`src/rtl/press_race_arbiter.sv`:
```
// press_race_arbiter: N-player first-press arbiter with false-start lockout
// and a saturating reaction-time counter. All outputs are registered.
module press_race_arbiter #(
    parameter int unsigned NPLAYERS    = 2,
    parameter int unsigned IDXW        = 1,
    parameter int unsigned TW          = 8,
    parameter bit          FALSE_START = 1'b1
) (
    input  logic                clk,
    input  logic                rst,
    input  logic                clr,
    input  logic                arm,
    input  logic [NPLAYERS-1:0] pb,
    output logic                winrnd,
    output logic                tie,
    output logic [IDXW-1:0]     winner,
    output logic [NPLAYERS-1:0] winmask,
    output logic [NPLAYERS-1:0] foul,
    output logic                armed,
    output logic [TW-1:0]       react
);

    typedef enum logic [1:0] {
        StIdle,
        StArmed,
        StDone
    } state_e;

    state_e              state_q, state_d;
    logic [NPLAYERS-1:0] pb_q;
    logic                winrnd_q, winrnd_d;
    logic                tie_q, tie_d;
    logic [IDXW-1:0]     winner_q, winner_d;
    logic [NPLAYERS-1:0] winmask_q, winmask_d;
    logic [NPLAYERS-1:0] foul_q, foul_d;
    logic                armed_q;
    logic [TW-1:0]       react_q, react_d;

    logic [NPLAYERS-1:0] press;
    logic [NPLAYERS-1:0] valid;
    logic                multi;
    logic [IDXW-1:0]     low_idx;
    logic [TW-1:0]       react_inc;

    // Edge detect, lockout masking and lowest-index priority encode.
    always_comb begin
        press     = pb & ~pb_q;
        valid     = press & ~foul_q;
        // More than one bit set iff clearing the lowest set bit leaves something.
        multi     = |(valid & (valid - 1'b1));
        react_inc = (react_q == {TW{1'b1}}) ? react_q : react_q + 1'b1;
        low_idx   = '0;
        for (int i = int'(NPLAYERS) - 1; i >= 0; i--) begin
            if (valid[i]) begin
                low_idx = IDXW'(i);
            end
        end
    end

    // Round state machine: next-state and next-output computation.
    always_comb begin
        state_d   = state_q;
        winrnd_d  = winrnd_q;
        tie_d     = tie_q;
        winner_d  = winner_q;
        winmask_d = winmask_q;
        foul_d    = foul_q;
        react_d   = react_q;

        if (clr) begin
            state_d   = StIdle;
            winrnd_d  = 1'b0;
            tie_d     = 1'b0;
            winner_d  = '0;
            winmask_d = '0;
            foul_d    = '0;
            react_d   = '0;
        end else begin
            unique case (state_q)
                StIdle: begin
                    // A press coincident with arm still counts as a false start.
                    if (FALSE_START) begin
                        foul_d = foul_q | press;
                    end
                    if (arm) begin
                        state_d = StArmed;
                        react_d = '0;
                    end
                end
                StArmed: begin
                    react_d = react_inc;
                    if (valid != '0) begin
                        state_d   = StDone;
                        winmask_d = valid;
                        winrnd_d  = ~multi;
                        tie_d     = multi;
                        winner_d  = low_idx;
                    end
                end
                StDone: begin
                end
                default: begin
                    state_d = StIdle;
                end
            endcase
        end
    end

    // State and output registers; pb_q resets high so a held button is not a press.
    always_ff @(posedge clk or posedge rst) begin
        if (rst) begin
            state_q   <= StIdle;
            pb_q      <= {NPLAYERS{1'b1}};
            winrnd_q  <= 1'b0;
            tie_q     <= 1'b0;
            winner_q  <= '0;
            winmask_q <= '0;
            foul_q    <= '0;
            armed_q   <= 1'b0;
            react_q   <= '0;
        end else begin
            state_q   <= state_d;
            pb_q      <= pb;
            winrnd_q  <= winrnd_d;
            tie_q     <= tie_d;
            winner_q  <= winner_d;
            winmask_q <= winmask_d;
            foul_q    <= foul_d;
            armed_q   <= (state_d == StArmed);
            react_q   <= react_d;
        end
    end

    assign winrnd  = winrnd_q;
    assign tie     = tie_q;
    assign winner  = winner_q;
    assign winmask = winmask_q;
    assign foul    = foul_q;
    assign armed   = armed_q;
    assign react   = react_q;

endmodule

```
`config.mk`:
```
export PLATFORM = sky130hd
export DESIGN_NAME = press_race_arbiter
export DESIGN_NICKNAME = d
export VERILOG_FILES = /design/src/rtl/press_race_arbiter.sv
export SDC_FILE = /design/constraint.sdc
export NUM_CORES = 1
export LEC_CHECK = 0
export CAP_MARGIN = 20
export CORE_ASPECT_RATIO = 1.1
export CORE_MARGIN = 2
export CORE_UTILIZATION = 45
export DETAILED_ROUTE_END_ITERATION = 8
export PLACE_DENSITY_LB_ADDON = 0.08
export SETUP_SLACK_MARGIN = 0.02
export SLEW_MARGIN = 10
export SYNTH_ARGS = -nofsm -noshare
export SYNTH_HDL_FRONTEND = slang
export SYNTH_SLANG_ARGS = --single-unit
```
`constraint.sdc`:
```
create_clock -name clk -period 2.3 [get_ports clk]
set_input_delay 0.46 -clock clk [delete_from_list [all_inputs] [get_ports clk]]
set_output_delay 0.46 -clock clk [all_outputs]
set_load 0.03 [all_outputs]
```
==> metrics.md <==
| Metric | Value |
|---|---|
| Die Y | `52.15 µm` |
| CTS resizes | `0` |
| Final setup TNS | `0 ns` |
| Net Switching | `0.2091 mW` |
| Cells along the critical path | `clkdlybuf4s50_1` |
| WL per Instance | `12.78 µm` |
| Commonest non-fill, non-tap cell in the layout | `clkdlybuf4s50_1` |
| Via count | `792` |
| CTS Buf Count | `3` |
| Die X | `47.77 µm` |
| Vias in the first global route | `779` |
| First-pass GRT wire length | `3318 µm` |
| Synth cell types | `33` |
| Skew final | `0.0006502 ns` |
| GRT Total Usage | `0.1891` |
| Sequential fraction of the synthesis area | `0.5303` |
| Crit. End Element | `primary output` |
| Final instance area | `1237 µm²` |
| Synth-to-layout area growth | `30.48%` |
| Boundary Pins | `22` |
| CP required | `1.84 ns` |
| CTS clock-pin slew for the worst setup and hold paths | `roughly 0.11 ns` |
| Rel. slew slack | `0.7499` |
| CP Max Fanout | `6` |
| Syn_nets | `around 100` |
| # rows | `17` |
| Clock buffer depth | `2` |
| Ys async rst share | `1.000` |
| Buf/Inv on CP | `1` |
| DP Worst Slack | `0.3786 ns` |
| CP arrival | `1.45 ns` |
| Drt pass-1 iters | `4` |
| Worst stage delay on the critical path | `0.70 ns` |
| Worst hold path type | `in -> async` |
| Yosys reg bits | `20` |
| Final hold vios | `0` |
| Clock group share of total power | `0.269` |
| Power share of the combinational group | `0.202` |
| Non-filler cells in the finished layout | `between 100 and 150` |
| Final wirelength | `1891 µm` |
| Pin count of the biggest net entering global routing | `21` |
| LEAKAGE | `around 0.5 nW` |
| Gpl congestion | `about 0.85` |
| Clock root buffer | `clkbuf_4` |
| Cell Area, Placed | `1201 µm²` |
| Crit-path slowest cell | `clkdlybuf4s50_1` |
| Setup Buffers After CTS | `0` |
| Clock Latency Late Sink | `just under 0.3 ns` |
| Core Footprint | `1999 µm²` |
| Fin. max-slew vios | `0` |
| Initial Util | `0.4743` |
| Seq pwr share | `0.530` |
| CTS sink count | `20` |
| Mean Syn Cell Area | `9.983 µm²` |
| Max-cap viol count | `0` |
| Port Buf Inserts | `21` |
| Primary FF master, synth | `dfrtp_1` |
| Detailed router's first-iteration violation count | `17` |
| Worst-Margin Slew | `0.3743 ns` |
| Number of synthesized flops with an enable pin | `0` |
| Slack of the critical path | `0.3850 ns` |
| Internal power | `0.5337 mW` |
| Switch share | `0.2815` |
| Fin crit share | `0.8326` |
| N_diodes | `0` |
| Die area | `2491 µm²` |
| Status | `finished, final reports clean` |
| Layout cell share with drive strength beyond 1 | `0.1167` |
| Ys Warns | `0` |
| Highest clock rate | `approximately 520 MHz` |
| Hold Buf Count CTS | `0` |
| Synth Cell Area | `948.4 µm²` |
| DRC | `0` |
| Initial antenna violation count | `0` |
| Startpoint Class | `flip-flop` |
| Family with the most delay on the worst path | `buffers and inverters` |
| Kind of critical path | `reg -> out` |
| Detail Route Antenna Nets | `0` |
| DP HPWL | `1360 µm` |
| Tmin final | `1.915 ns` |
| Setup violations, final | `0` |
| Global route overflow | `0` |
| Final nets | `128` |
| Vias per std cell | `between 5 and 6` |
| Worst vdd ir | `0.4541 mV` |
| Power per cell area | `600.3 nW/µm²` |
| Placed cell count | `roughly 140` |
| H-tree depth | `1` |
| Most frequent cells in the layout | `clkdlybuf4s50_1 (21), dfrtp_1 (18), inv_1 (9)` |
| CTS tree | `built` |
| Synth Instances | `95` |
| RSZ-0062 raised after global routing | `false` |
==> Yosys cell counts (2+ instances only) <==
| library cell | count | share of area |
|---|---|---|
| dfrtp_1 | 18 | 0.47 |
| a31oi_1 | 4 | 0.026 |
| nand3_1 | 4 | 0.021 |
| o21ai_0 | 3 | 0.016 |
| nor2_1 | 8 | 0.032 |
| clkbuf_1 | 3 | 0.012 |
| nor3b_1 | 2 | 0.016 |
| nand2_1 | 4 | 0.016 |
| a31oi_2 | 2 | 0.026 |
| o21ai_1 | 3 | 0.016 |
| a21oi_1 | 6 | 0.032 |
| dfstp_2 | 2 | 0.055 |
| nand2b_1 | 3 | 0.020 |
| nor3_1 | 6 | 0.032 |
| inv_1 | 9 | 0.036 |
==> layer usage <==
layer	vias up	part of all wire	wire (µm)	GRT usage
li1	383	-	-	-
met1	385	0.45	844	0.2361
met2	20	0.51	960	0.3044
met3	4	0.034	64	0.03125
met4	0	0.012	22	0.09459
met5	-	0	0	0
==> sequential cells by signal (all words and copies together) (netlist names) <==
register	count
tie	1
pb_q	2
state_q	2
foul	2
winmask	2
winner	1
winrnd	1
armed	1
react	8
==> final timing paths <==
kind | from | to | slack, ns | cells after the start
max | react[3] | react[3] | 0.39 | 1
min | rst | react[7] | 0.48 | 3
max reg2reg | react[0] | react[5] | 0.60 | 5
min reg2reg | react[5] | react[5] | 0.52 | 1
max in group asynchronous | rst | pb_q[0] | 1.56 | 3
min in group clk | react[5] | react[5] | 0.52 | 1
==> through the flow <==
| stage | total power [mW] | util | hold slack [ns] |
|---|---|---|---|
| finish | 0.7428 | 0.6189 | 0.4780 |
| detailed placement | 0.5503 | 0.6008 | 0.5034 |
| floorplan | 0.4913 | - | 0.4223 |
| global route | 0.7882 | 0.6189 | 0.4985 |
| CTS | 0.7573 | 0.6189 | 0.4669 |
| global placement | 0.5479 | 0.6008 | 0.4936 |
==> layout make-up <==
class / count / area [µm²]
clock buffers: 4 / 36.28
fillers: 193 / 762.0
flip-flops and latches: 20 / 503.0
multi-input cells: 62 / 389.1
inverters: 9 / 33.78
well taps: 28 / 35.03
repair buffers: 25 / 240.2
==> power groups by stage <==
stage / logic, mW / clock network [mW] / registers (mW)
after global placement: 0.149 / 0 / 0.399
after global routing: 0.164 / 0.227 / 0.397
final: 0.150 / 0.200 / 0.393
after CTS: 0.151 / 0.213 / 0.393
after floorplan: 0.0646 / 0 / 0.427
after detailed placement: 0.150 / 0 / 0.400
==> kinds of logic (layout without fill, tap and decap cells) <==
logic type,after synthesis,count (layout),synth area share
xor gates and xnor gates,1,1,0.009237
and+or+nand+nor,34,34,0.1953
buffers and inverters,13,38,0.05936
DFF,20,20,0.5303
muxes,1,1,0.01055
AOI/OAI and AO/OA,25,25,0.1821
adders and majority gates,1,1,0.01319
(Power assumes the default switching activity.)
